`src/rtl/seq_bit_serializer_pkg.sv`:
```
// Shared definitions for the bit serializer: FSM encoding and idle line level.
package seq_pkg;

    // Two-state controller: waiting for a word, or shifting one out.
    typedef enum logic {
        SER_IDLE  = 1'b0,
        SER_SHIFT = 1'b1
    } ser_state_e;

    // Level driven on serial_bit while no word is being shifted.
    localparam logic IDLE_LEVEL_DEFAULT = 1'b0;

endpackage : seq_pkg

```
`src/rtl/seq_bit_serializer_if.sv`:
```
// Word-in / serial-out bundle between a word producer and the serializer.
interface seq_bit_serializer_if #(
    parameter int WIDTH = 8,
    parameter int DIV_W = 8
);
    logic [WIDTH-1:0] word_in;
    logic             word_valid;
    logic             word_ready;
    logic             msb_first;
    logic [DIV_W-1:0] div;
    logic             serial_bit;
    logic             bit_strobe;
    logic             frame_done;
    logic             busy;

    // Producer side: offers words and timing settings, watches the serial line.
    modport master (
        output word_in, word_valid, msb_first, div,
        input  word_ready, serial_bit, bit_strobe, frame_done, busy
    );

    // Serializer side.
    modport slave (
        input  word_in, word_valid, msb_first, div,
        output word_ready, serial_bit, bit_strobe, frame_done, busy
    );
endinterface : seq_bit_serializer_if

```
`src/rtl/seq_bit_serializer_timer.sv`:
```
// Loadable bit-period down-counter. A period lasts period+1 cycles; the
// counter reloads itself at each period end while run is high. Both tick
// flags are registered so they can drive outputs directly.
module seq_bit_timer #(
    parameter int DIV_W = 8
) (
    input  logic             clk,
    input  logic             reset,
    input  logic             load,          // start a fresh period sequence
    input  logic             run,           // keep counting after this edge
    input  logic [DIV_W-1:0] period,        // cycles per period minus one
    output logic             tick_first,    // first cycle of a period
    output logic             tick_last,     // last cycle of a period
    output logic             tick_last_nxt  // tick_last value after next edge
);
    logic [DIV_W-1:0] cnt_q, cnt_d;
    logic [DIV_W-1:0] period_q, period_d;
    logic             first_q, first_d;
    logic             last_q, last_d;

    // Next-state: load a new period, count down with auto-reload, or stop.
    always_comb begin
        // NOTE: every signal assigned here gets a default first, so no path
        // leaves a value unassigned and no latch is inferred.
        cnt_d    = cnt_q;
        period_d = period_q;
        first_d  = 1'b0;
        last_d   = 1'b0;
        if (load) begin
            cnt_d    = period;
            period_d = period;
            first_d  = 1'b1;
            last_d   = (period == '0);
        end else if (run) begin
            if (cnt_q == '0) begin
                cnt_d   = period_q;
                first_d = 1'b1;
                last_d  = (period_q == '0);
            end else begin
                cnt_d  = cnt_q - DIV_W'(1);
                last_d = (cnt_q == DIV_W'(1));
            end
        end
    end

    // Counter and tick flag registers.
    always_ff @(posedge clk or negedge reset) begin
        if (!reset) begin
            cnt_q    <= '0;
            period_q <= '0;
            first_q  <= 1'b0;
            last_q   <= 1'b0;
        end else begin
            // NOTE: state is updated with non-blocking assignments so every
            // flop samples the pre-edge values, independent of statement order.
            cnt_q    <= cnt_d;
            period_q <= period_d;
            first_q  <= first_d;
            last_q   <= last_d;
        end
    end

    assign tick_first    = first_q;
    assign tick_last     = last_q;
    assign tick_last_nxt = last_d;

endmodule : seq_bit_timer

```
`src/rtl/seq_bit_serializer.sv`:
```
// Parallel-to-serial feeder for the sequence detector. Words arrive over a
// valid/ready handshake, a one-word hold register lets the next word wait
// while the current one shifts, so consecutive words stream gap-free.
module seq_bit_serializer
    import seq_pkg::*;
#(
    parameter int   WIDTH      = 8,
    parameter int   DIV_W      = 8,
    parameter logic IDLE_LEVEL = IDLE_LEVEL_DEFAULT
) (
    input  logic                 clk,
    input  logic                 reset,
    seq_bit_serializer_if.slave  bus
);
    localparam int BCW = $clog2(WIDTH);

    ser_state_e       state_q, state_d;
    logic [WIDTH-1:0] shift_q, shift_d;
    logic [WIDTH-1:0] hold_q, hold_d;
    logic             hold_full_q, hold_full_d;
    logic             msb_q, msb_d;
    logic [BCW-1:0]   bit_cnt_q, bit_cnt_d;
    logic             serial_q, serial_d;
    logic             frame_done_q, frame_done_d;

    logic             transfer;
    logic             word_end;
    logic             load_word;
    logic [WIDTH-1:0] load_src;
    logic             tick_first;
    logic             tick_last;
    logic             tick_last_nxt;

    // Handshake decode: ready depends only on the hold flop.
    assign transfer = bus.word_valid & ~hold_full_q;
    assign word_end = (state_q == SER_SHIFT) && tick_last
                      && (bit_cnt_q == BCW'(WIDTH - 1));

    // FSM next-state, shifter, hold register and registered output values.
    always_comb begin
        state_d     = state_q;
        shift_d     = shift_q;
        hold_d      = hold_q;
        hold_full_d = hold_full_q;
        msb_d       = msb_q;
        bit_cnt_d   = bit_cnt_q;
        serial_d    = serial_q;
        load_word   = 1'b0;
        load_src    = bus.word_in;

        case (state_q)
            SER_IDLE: begin
                if (transfer) begin
                    load_word = 1'b1;
                end
            end
            SER_SHIFT: begin
                if (word_end) begin
                    if (hold_full_q) begin
                        load_word   = 1'b1;
                        load_src    = hold_q;
                        hold_full_d = 1'b0;
                    end else if (transfer) begin
                        load_word = 1'b1;
                    end else begin
                        state_d  = SER_IDLE;
                        serial_d = IDLE_LEVEL;
                    end
                end else begin
                    if (tick_last) begin
                        bit_cnt_d = bit_cnt_q + BCW'(1);
                        serial_d  = msb_q ? shift_q[WIDTH-1] : shift_q[0];
                        shift_d   = msb_q ? {shift_q[WIDTH-2:0], 1'b0}
                                          : {1'b0, shift_q[WIDTH-1:1]};
                    end
                    if (transfer) begin
                        hold_d      = bus.word_in;
                        hold_full_d = 1'b1;
                    end
                end
            end
            default: begin
                state_d = SER_IDLE;
            end
        endcase

        // A word load presents its first bit on the next cycle; bit order
        // and period are captured here and frozen for the whole word.
        if (load_word) begin
            state_d   = SER_SHIFT;
            msb_d     = bus.msb_first;
            bit_cnt_d = '0;
            serial_d  = bus.msb_first ? load_src[WIDTH-1] : load_src[0];
            shift_d   = bus.msb_first ? {load_src[WIDTH-2:0], 1'b0}
                                      : {1'b0, load_src[WIDTH-1:1]};
        end
    end

    // frame_done is computed one cycle early so the output comes from a flop.
    always_comb begin
        frame_done_d = (state_d == SER_SHIFT) && tick_last_nxt
                       && (bit_cnt_d == BCW'(WIDTH - 1));
    end

    // Bit-period timing.
    seq_bit_timer #(
        .DIV_W (DIV_W)
    ) u_timer (
        .clk           (clk),
        .reset         (reset),
        .load          (load_word),
        .run           (state_d == SER_SHIFT),
        .period        (bus.div),
        .tick_first    (tick_first),
        .tick_last     (tick_last),
        .tick_last_nxt (tick_last_nxt)
    );

    // State, datapath and output registers.
    always_ff @(posedge clk or negedge reset) begin
        if (!reset) begin
            // NOTE: the shifter and hold data are reset along with control so
            // an aborted word leaves no stale bits behind.
            state_q      <= SER_IDLE;
            shift_q      <= '0;
            hold_q       <= '0;
            hold_full_q  <= 1'b0;
            msb_q        <= 1'b0;
            bit_cnt_q    <= '0;
            serial_q     <= IDLE_LEVEL;
            frame_done_q <= 1'b0;
        end else begin
            state_q      <= state_d;
            shift_q      <= shift_d;
            hold_q       <= hold_d;
            hold_full_q  <= hold_full_d;
            msb_q        <= msb_d;
            bit_cnt_q    <= bit_cnt_d;
            serial_q     <= serial_d;
            frame_done_q <= frame_done_d;
        end
    end

    assign bus.word_ready = ~hold_full_q;
    assign bus.serial_bit = serial_q;
    assign bus.bit_strobe = tick_first;
    assign bus.frame_done = frame_done_q;
    assign bus.busy       = (state_q == SER_SHIFT);

endmodule : seq_bit_serializer

```
`src/flat_wrapper.sv`:
```
// flat-port wrapper written by rule: the top's interface ports become plain ports
module seq_bit_serializer_flat import seq_pkg::*;
#(
    parameter int   WIDTH      = 8,
    parameter int   DIV_W      = 8,
    parameter logic IDLE_LEVEL = IDLE_LEVEL_DEFAULT
)
  (clk, reset, bus_word_in, bus_word_valid, bus_msb_first, bus_div, bus_word_ready, bus_serial_bit, bus_bit_strobe, bus_frame_done, bus_busy);
  seq_bit_serializer_if #(.WIDTH(WIDTH), .DIV_W(DIV_W)) bus_i ();
  input  logic clk;
  input  logic reset;
  input wire logic [$bits(bus_i.word_in)-1:0] bus_word_in;
  input wire logic [$bits(bus_i.word_valid)-1:0] bus_word_valid;
  input wire logic [$bits(bus_i.msb_first)-1:0] bus_msb_first;
  input wire logic [$bits(bus_i.div)-1:0] bus_div;
  output wire logic [$bits(bus_i.word_ready)-1:0] bus_word_ready;
  output wire logic [$bits(bus_i.serial_bit)-1:0] bus_serial_bit;
  output wire logic [$bits(bus_i.bit_strobe)-1:0] bus_bit_strobe;
  output wire logic [$bits(bus_i.frame_done)-1:0] bus_frame_done;
  output wire logic [$bits(bus_i.busy)-1:0] bus_busy;
  assign bus_i.word_in = bus_word_in;
  assign bus_i.word_valid = bus_word_valid;
  assign bus_i.msb_first = bus_msb_first;
  assign bus_i.div = bus_div;
  assign bus_word_ready = bus_i.word_ready;
  assign bus_serial_bit = bus_i.serial_bit;
  assign bus_bit_strobe = bus_i.bit_strobe;
  assign bus_frame_done = bus_i.frame_done;
  assign bus_busy = bus_i.busy;
  seq_bit_serializer #(.WIDTH(WIDTH), .DIV_W(DIV_W), .IDLE_LEVEL(IDLE_LEVEL)) u_core (.clk(clk), .reset(reset), .bus(bus_i));
endmodule
```
`config.mk`:
```
export PLATFORM = sky130hd
export DESIGN_NAME = seq_bit_serializer_flat
export DESIGN_NICKNAME = d
export VERILOG_FILES = /design/src/rtl/seq_bit_serializer_pkg.sv /design/src/rtl/seq_bit_serializer_if.sv /design/src/rtl/seq_bit_serializer_timer.sv /design/src/rtl/seq_bit_serializer.sv /design/src/flat_wrapper.sv
export SDC_FILE = /design/constraint.sdc
export NUM_CORES = 1
export LEC_CHECK = 0
export BUFFER_PORTS_ARGS = -buffer_cell sky130_fd_sc_hd__buf_2
export CORE_AREA = 3 3 67 69
export CTS_CLUSTER_DIAMETER = 150
export DETAILED_ROUTE_END_ITERATION = 12
export DIE_AREA = 0 0 70 72
export PLACE_DENSITY = 0.8
export SLEW_MARGIN = 40
export SYNTH_ARGS = -nofsm -noshare
export SYNTH_HDL_FRONTEND = slang
export SYNTH_SLANG_ARGS = --single-unit
```
`constraint.sdc`:
```
create_clock -name clk -period 4.2 [get_ports clk]
set_input_delay 1.26 -clock clk [delete_from_list [all_inputs] [get_ports clk]]
set_output_delay 1.26 -clock clk [all_outputs]
set_load 0.01 [all_outputs]
```
==> results of run 1 <==
[cells in the mapped netlist (all sizes together) (2+ instances only)]
cell,instances
nor4,6
inv,8
mux2,10
mux2i,10
mux4,7
o21ai,11
o31ai,8
nor3b,3
nor2b,8
nand2,41
nand2b,2
a21oi,6
or4,2
clkbuf,7
ha,5
and3,3
dfrtp,42
nand3,3
a31oi,5
a22oi,6
nor2,13
xor2,3
buf,5
a211oi,5
or3,2
o311ai,2
[stage by stage]
stage	setup slack [ns]	total power [uW]	util, %
2_1_floorplan	1.73	884	-
3_3_place_gp	1.44	976	63.2
3_5_place_dp	1.45	993	63.5
4_1_cts	1.78	1260	65.8
5_1_grt	1.73	1350	65.9
6_report	1.83	1260	65.9
[kinds of logic (layout without fill, tap and decap cells)]
group | after synthesis | count (layout) | synth area share, %
AND/OR/NAND/NOR | 88 | 88 | 18.1
adder cells (fa/ha/maj) | 5 | 5 | 2.64
flip-flops | 42 | 42 | 44.4
buffers and inverters | 20 | 42 | 3.38
AO/OA/AOI/OAI | 50 | 50 | 14.7
XOR/XNOR | 3 | 3 | 1.11
multiplexers | 27 | 27 | 15.6
[power groups by stage]
| stage | combinational (uW) | sequential [uW] | clock [uW] |
|---|---|---|---|
| 4_1_cts | 357 | 630 | 276 |
| 3_3_place_gp | 342 | 633 | 0 |
| 2_1_floorplan | 281 | 603 | 0 |
| 6_report | 356 | 634 | 269 |
| 3_5_place_dp | 356 | 637 | 0 |
| 5_1_grt | 410 | 651 | 288 |
[final timing paths]
kind	start	to	cells after the start
setup / recovery	u_core.bit_cnt_q[0]	u_core.hold_q[0]	5
hold / removal	u_core.shift_q[5]	u_core.shift_q[5]	2
setup reg to reg	u_core.bit_cnt_q[0]	u_core.hold_q[0]	5
hold reg to reg	u_core.shift_q[5]	u_core.shift_q[5]	2
max in group asynchronous	reset	u_core.u_timer.period_q[4]	1
min in group asynchronous	reset	u_core.shift_q[4]	1
[critical path: cells and delay by family (launching register included)]
family | cells | cell delay (ns)
AO/OA/AOI/OAI | 1 | 0.52
adder cells (fa/ha/maj) | 2 | 0.49
flip-flops | 1 | 0.42
multiplexers | 1 | 0.42
AND/OR/NAND/NOR | 1 | 0.40
[cell type report]
| cell class | instances | area (um^2) | share of cell area, % |
|---|---|---|---|
| well taps | 50 | 62.6 | 2.39 |
| multi-input cells | 173 | 1240 | 47.5 |
| flip-flops and latches | 42 | 1050 | 40.2 |
| clock inverters | 1 | 5.00 | 0.191 |
| repair buffers | 26 | 138 | 5.26 |
| clock buffers | 7 | 86.3 | 3.30 |
| inverters | 8 | 30.0 | 1.15 |
[sequential cells by signal (all words and copies together), names as in the netlist]
name	flops
u_core.u_timer.tick_last	1
u_core.hold_full_q	1
u_core.bus.busy	1
u_core.u_timer.tick_first	1
u_core.hold_q	8
u_core.bus.serial_bit	1
u_core.shift_q	8
u_core.u_timer.cnt_q	8
u_core.bus.frame_done	1
u_core.msb_q	1
u_core.bit_cnt_q	3
u_core.u_timer.period_q	8
[layer usage]
| layer | GRT usage [%] | vias up |
|---|---|---|
| li1 | - | 901 |
| met1 | 30.5 | 909 |
| met3 | 3.74 | 9 |
| met5 | 0 | - |
| met4 | 10.9 | 0 |
| met2 | 32.1 | 58 |
==> run summary, run 1 <==
Status = complete, no violations
Initial core utilization = 59.6%
First-pass GRT wire length = 8460 um
TritonCTS buffer count = 5
Via density per instance = 6.11
Clk_lat worst skew = 0.30 ns
P&R area growth vs syn = 10.5%
Met3 WL = 248 um
CTS sink count = 42
WP data arrival = 2.56 ns
Most frequent cell on the critical path = ha_1
CP Capture Type = register
Placed Cells incl. Taps = 299
Worst Tran Pin Value = 0.679 ns
Post-synth EDFFs = 0
Post-Route M1 WL = 2290 um
Commonest non-fill, non-tap cell in the layout = dfrtp_1
Netlist cell types = 44
GRT overflow = 0
Antenna violations before repair = 0
CP max stage cell = a21boi_1
CP Class = reg -> reg
Post CTS Setup Buffer Count = 0
Drt first pass iters = 4
Share of cells above drive strength 1 = 21.0%
Die height = 72 um
HP Class = reg -> reg
WL per Instance = 15.8 um
Synth Flop Type = dfrtp_1
Syn nets = 260
Fin. max-slew vios = 0
Period utilization = 56.5%
Wire length on met2 = 2210 um
Top cells by area, synth = dfrtp_1 (44%), mux4_2 (6.7%), nand2_1 (6.3%)
RSZ-0062 raised after global routing = false
Final Non-Filler Cells = 307
Worst Skew = 0.00788 ns
CP max stage delay = 0.52 ns
Vias = 1877
Startpoint Class = register
Row count = 23
Die Wd = 70 um
Die Area = 5040 um^2
Ys Warns = 0
Avg Inst Size Synth = 10.1 um^2
CTS clock-pin slew for the worst setup and hold paths = 0.08 ns
Ys async rst share = 100%
Dpl hpwl = 3460 um
Core Area = 3970 um^2
Pin count of the biggest net entering global routing = 43
Comb power frac = 28.3%
Critical path, cell by cell = ha_1 -> ha_1 -> a21boi_1 -> nand2_1 -> mux2_1
Synth top area share = 44.4%
Max layer used = met4
H-tree levels = 2
Setup Viol. Count Final = 0
Clock power frac = 21.4%
Nets = 281
Post-CTS sizing = 0
Commonest non-fill, non-tap cells in the layout = dfrtp_1 (42), nand2_1 (40), buf_2 (23), nor2_1 (12), mux2i_1 (10)
Final-report hold violation count = 0
Worst slew margin = 54.3%
Power per Cell Area = 481 nW/um^2
Post-Route WL = 4860 um
DRC = 0
CP max FO = 8
Top Ports = 25
Max Buffers Root-to-Sink = 2
Yosys top cell by area = dfrtp_1
Port Buffer Count = 24
Fill count = 318
Max Cap Viol = 0
P_sw = 431 uW
P_int = 827 uW
Setup TNS Final = 0 ns
Yosys reg bits = 42
Vias in the first global route = 1782
Crit path time final = 2.37 ns
Fmax = 421 MHz
Max IR drop VDD = 0.343 mV
Seq/Total Area, Yosys = 44.4%
Worst Path Required = 4.38 ns
Post-synthesis cell count = 235
Root Driver = clkbuf_8
Worst hold margin = 0.514 ns
Sequential share of power = 50.3%
ANT cells = 0
Final instance area = 2620 um^2
Placer Congestion = 0.872
Placement Cell Area = 2520 um^2
TritonCTS clock tree = built
Sw Share = 34.3%
Cell area after synthesis = 2370 um^2
Initial DRC count = 87
R2r setup slk = 1.83 ns
Final ANT Viol Nets = 0
Hold Buf Count CTS = 0
Leak pwr = 0.00122 uW
Global Route Usage Sum = 21.5%
(Power assumes the default switching activity.)
==> inputs of run 2 (changes only) <==
Settings changed: CORE_AREA 3 3 67 69 to 3 3 71 73, DIE_AREA 0 0 70 72 to 0 0 74 76, PLACE_DENSITY 0.8 to 0.75.
Clock period 4.2 ns to 2.05 ns, I/O delays scaled along.
==> run 2 against run 1 <==
Setup slack worse by 1.6 ns. Die area up 12%. Hold slack worse by 0.26 ns. Highest routed layer unchanged. First-iteration DRC count up 94%. Power up 110%. Via count up 1.5%. Clock skew about the same.
==> run summary, run 2 (same netlist as run 1, synthesis figures left out) <==
Placement Cell Area = 2590 um^2 (+2.9%)
WL per Instance = 16.8 um (+6.3%)
Vias = 1905 (+1.5%)
Clock power frac = 21.4% (about the same)
First-pass GRT wire length = 9320 um (+10%)
Die Wd = 74 um (+5.7%)
Via density per instance = 5.97 (-2.3%)
TritonCTS clock tree = built
Startpoint Class = register
H-tree levels = 2 (unchanged)
Period utilization = 91.3% (+35 points)
WP data arrival = 2.05 ns (-0.51 ns)
Fmax = 534 MHz (+27%)
CTS sink count = 42 (unchanged)
Register area = 1050 um^2 (unchanged)
Leak pwr = 0.00127 uW (+4.2%)
Max IR drop VDD = 0.493 mV (+44%)
Top Ports = 25 (unchanged)
P_sw = 934 uW (+120%)
Fin. max-slew vios = 0 (unchanged)
Worst Path Required = 2.22 ns (-2.16 ns)
P_int = 1720 uW (+110%)
Drt first pass iters = 4 (unchanged)
Fill count = 360 (+13%)
Fin worst setup slack = 0.179 ns (-1.65 ns)
Die Area = 5620 um^2 (+12%)
Initial core utilization = 53.6% (-6.0 points)
Final-report hold violation count = 0 (unchanged)
Dpl hpwl = 3810 um (+10%)
Design Power = 2660 uW (+110%)
Final ANT Viol Nets = 0 (unchanged)
Setup Viol. Count Final = 0 (unchanged)
Antenna violations before repair = 0 (unchanged)
Crit path time final = 1.87 ns (-0.501 ns)
Initial DRC count = 169 (+94%)
Commonest non-fill, non-tap cells in the layout = dfrtp_1 (42), nand2_1 (38), buf_2 (24), nor2_1 (12), buf_4 (11)
Status = complete, no violations
Final instance area = 2730 um^2 (+4.4%)
CP Capture Type = register
Root Driver = clkbuf_8
HP Class = in -> async
Commonest non-fill, non-tap cell in the layout = dfrtp_1
Post-Place Setup Slack = -0.0756 ns (-1.53 ns)
Post-Route WL = 5370 um (+10%)
Row count = 24 (+4.3%)
Global Route Usage Sum = 21.1% (-0.37 points)
Sw Share = 35.1% (+0.87 points)
CP max FO = 18 (+10)
Max Buffers Root-to-Sink = 2 (unchanged)
Worst slew margin = 67.1% (+13 points)
Core Area = 4410 um^2 (+11%)
Vias in the first global route = 1864 (+4.6%)
Die height = 76 um (+5.6%)
Sequential share of power = 49.2% (-1.1 points)
ANT cells = 0 (unchanged)
Area of the multi-input gates = 1270 um^2 (+1.9%)
Comb power frac = 29.4% (+1.1 points)
TritonCTS buffer count = 5 (unchanged)
Setup TNS Final = 0 ns (unchanged)
Clk_lat worst skew = 0.30 ns (about the same)
Share of cells above drive strength 1 = 27.0% (+6.0 points)
GRT overflow = 0 (unchanged)
Pin count of the biggest net entering global routing = 26 (-40%)
Placed Cells incl. Taps = 309 (+3.3%)
CP Class = reg -> reg
CTS clock-pin slew for the worst setup and hold paths = 0.08 ns (about the same)
Nets = 291 (+3.6%)
Final Non-Filler Cells = 319 (+3.9%)
RSZ-0062 raised after global routing = false
Max Cap Viol = 0 (unchanged)
Worst Tran Pin Value = 0.494 ns (-0.185 ns)
Power per Cell Area = 973 nW/um^2 (+100%)
Worst Skew = 0.00820 ns (+0.000323 ns)
P&R area growth vs syn = 15.4%
Placer Congestion = 0.915 (+4.9%)
Port Buffer Count = 24 (unchanged)
Hold Buf Count CTS = 0 (unchanged)
DRC = 0 (unchanged)
run 2: final cells by class:
type                            instances  area share [%]
Sequential cell                        42            38.5
Clock inverter                          2           0.458
Inverter                                8            1.10
Tap cell                               52            2.38
Clock buffer                            6            3.02
Timing Repair Buffer                   36            8.15
Multi-Input combinational cell        173            46.4
run 2: power groups by stage:
stage | clock network (uW) | logic (uW) | registers [uW]
finish | 568 | 782 | 1310
global route | 612 | 903 | 1350
CTS | 575 | 772 | 1290
detailed placement | 0 | 769 | 1300
global placement | 0 | 743 | 1290
floorplan | 0 | 576 | 1240
run 2: worst max-delay path, cell delays in order (launching register included):
cell and delay, ns:
dfrtp_1 0.42, ha_1 0.22, ha_2 0.23, a21boi_1 0.15, buf_4 0.16, nor2_2 0.05, buf_4 0.20, a22oi_1 0.23
o31ai_2 0.10
run 2: worst paths after layout:
check                                         start                  endpoint  slack [ns]  cells past startpoint
worst max-delay path            u_core.bit_cnt_q[0]   u_core.u_timer.cnt_q[6]        0.18                      8
worst min-delay path                          reset        u_core.hold_full_q        0.25                      1
worst max register to register  u_core.bit_cnt_q[0]   u_core.u_timer.cnt_q[6]        0.18                      8
worst min register to register    u_core.shift_q[5]         u_core.shift_q[5]        0.52                      2
max in group asynchronous                     reset  u_core.u_timer.tick_last        1.31                      2
min in group clk                  u_core.shift_q[5]         u_core.shift_q[5]        0.52                      2
run 2: what timing repair did:
item,in CTS,in global routing
setup buffers,1,1
resized for setup,0,7
pin swaps,0,1
setup endpoints to repair,2,15
run 2: through the flow:
stage                     utilization (%)  hold slack, ns
after CTS                            61.1           0.266
after global placement               58.7           0.491
final                                61.9           0.251
after floorplan                         -           0.319
after global routing                 61.9           0.280
after detailed placement             58.7           0.492
run 2: per-layer routing:
layer | routed length, um | track usage, %
met5 | 0 | 0
met4 | 55 | 4.89
met3 | 259 | 4.35
met2 | 2520 | 30.3
met1 | 2530 | 32.7
==> inputs of run 3 (changes only) <==
Settings changed: CORE_AREA 3 3 71 73 to 3 3 84 62, DIE_AREA 0 0 74 76 to 0 0 87 65.
==> run 3 against run 2 <==
Hold slack improved by 0.0067 ns. Routed wire length increased by 3.1%. Global-route usage increased by 0.81 points. Count of clock-buffer cells in the layout increased by 1. Final cell count increased by 3.1%. Non-clock buffer count increased by 7. Final area increased by 2.2%. Setup slack got worse by 0.058 ns. Clock skew decreased by 0.0058 ns. Sequential share of layout area decreased by 0.84 points. Die area increased by 0.55%. Critical endpoint is now u_core.shift_q[6]. Highest routed layer unchanged.
==> run summary, run 3 (same netlist as run 1, synthesis figures left out) <==
Status = complete, no violations
Fin. max-slew vios = 0 (unchanged)
Critical path, cell by cell = ha_1 -> ha_1 -> buf_4 -> or3b_1 -> o211ai_1 -> buf_4 -> o311ai_1
Drt first pass iters = 4 (unchanged)
Die height = 65 um (-14%)
CTS clock-pin slew for the worst setup and hold paths = 0.08 ns (about the same)
HP Class = in -> async
Commonest non-fill, non-tap cells in the layout = dfrtp_1 (42), nand2_1 (38), buf_2 (24), buf_4 (17), nor2_1 (12)
Top Ports = 25 (unchanged)
Vias in the first global route = 1896 (+1.7%)
Design Power = 2640 uW (-0.55%)
Port Buffer Count = 24 (unchanged)
Worst Path Required = 2.20 ns (-0.02 ns)
Final Non-Filler Cells = 329 (+3.1%)
ANT cells = 0 (unchanged)
WL per Instance = 16.8 um (about the same)
Initial core utilization = 54.1% (+0.43 points)
First-pass GRT wire length = 9540 um (+2.4%)
Fin worst setup slack = 0.120 ns (-0.0584 ns)
Leak pwr = 0.00131 uW (+3.5%)
Die Wd = 87 um (+18%)
Final ANT Viol Nets = 0 (unchanged)
Max Cap Viol = 0 (unchanged)
GRT overflow = 0 (unchanged)
Max Buffers Root-to-Sink = 2 (unchanged)
CP max stage delay = 0.38 ns (-0.04 ns)
Pin count of the biggest net entering global routing = 30 (+15%)
Setup Viol. Count Final = 0 (unchanged)
Hold Buf Count CTS = 0 (unchanged)
TritonCTS buffer count = 5 (unchanged)
Via density per instance = 5.94 (-0.60%)
P&R area growth vs syn = 18.0%
Setup TNS Final = 0 ns (unchanged)
Nets = 298 (+2.4%)
CP Class = reg -> reg
Die Area = 5660 um^2 (+0.55%)
Dpl hpwl = 4070 um (+6.7%)
Placer Congestion = 0.817 (-11%)
Worst Tran Pin Value = 0.669 ns (+0.175 ns)
CP max FO = 11 (-7)
Root Driver = clkbuf_8
RSZ-0062 raised after global routing = false
Power per Cell Area = 946 nW/um^2 (-2.7%)
Commonest non-fill, non-tap cell in the layout = dfrtp_1
Period utilization = 94.1% (+2.8 points)
Initial DRC count = 160 (-5.3%)
Antenna violations before repair = 0 (unchanged)
Worst slew margin = 55.3% (-12 points)
Post-Route WL = 5540 um (+3.1%)
DRC = 0 (unchanged)
TritonCTS clock tree = built
Worst Skew = 0.00237 ns (-0.00583 ns)
Global Route Usage Sum = 21.9% (+0.81 points)
Core Area = 4380 um^2 (-0.79%)
Row count = 20 (-17%)
Final-report hold violation count = 0 (unchanged)
Placed Cells incl. Taps = 320 (+3.6%)
Clk_lat worst skew = 0.29 ns (about the same)
CTS sink count = 42 (unchanged)
CP max stage cell = dfrtp_1
CP Capture Type = register
Startpoint Class = register
Crit path time final = 1.93 ns (+0.0584 ns)
Share of cells above drive strength 1 = 27.4% (+0.41 points)
WP data arrival = 2.08 ns (+0.03 ns)
Fmax = 518 MHz (-3.0%)
H-tree levels = 2 (unchanged)
Max IR drop VDD = 0.609 mV (+23%)
Vias = 1953 (+2.5%)
Post-Place Setup Slack = -0.0507 ns (+0.0249 ns)
run 3: report_power, final:
part	internal, uW	switching [uW]	leakage [uW]
clock network	272	281	0.0000482
registers	1050	238	0.000522
logic	415	386	0.000741
run 3: what timing repair did:
item | 4_1_cts | 5_1_grt
pin swaps | 0 | 1
gates resized for setup | 2 | 3
endpoints found under the setup margin | 11 | 8
setup buffers | 0 | 1
run 3: layout make-up:
cell class                 count  area [um^2]
fill                         358         1590
multi-input combinational    173         1260
sequential                    42         1050
timing repair buffer          43          288
clock buffer                   7         86.3
tap                           55         68.8
inverter                       8         30.0
clock inverter                 1         5.00
run 3: critical path, delay by kind of cell, from the launching register on:
kind	cells	cell delay, ns
adder cells (fa/ha/maj)	2	0.37
AO/OA/AOI/OAI	2	0.27
flip-flops	1	0.38
AND/OR/NAND/NOR	1	0.36
buffers and inverters	2	0.40
run 3: path summary, 6_finish.rpt:
check | startpoint | end | slack [ns] | cells past startpoint
max | u_core.bit_cnt_q[1] | u_core.shift_q[6] | 0.12 | 7
min | reset | u_core.shift_q[6] | 0.26 | 1
max reg2reg | u_core.bit_cnt_q[1] | u_core.shift_q[6] | 0.12 | 7
min reg2reg | u_core.shift_q[1] | u_core.shift_q[1] | 0.51 | 2
max in group asynchronous | reset | u_core.hold_q[5] | 1.31 | 2
min in group clk | u_core.shift_q[1] | u_core.shift_q[1] | 0.51 | 2
run 3: metrics by stage:
stage	area (um^2)	utilization, %	hold slack (ns)
4_1_cts	2770	63.3	0.274
2_1_floorplan	2370	-	0.319
5_1_grt	2790	63.8	0.290
3_5_place_dp	2670	61.1	0.499
3_3_place_gp	2670	60.9	0.482
6_report	2790	63.8	0.258
run 3: layer usage:
metal	global-route usage, %	up-vias	part of all wire, %
li1	-	933	-
met1	33.7	948	50
met2	31.0	68	42
met3	4.57	4	7.8
met4	5.84	0	0.56
met5	0	-	0
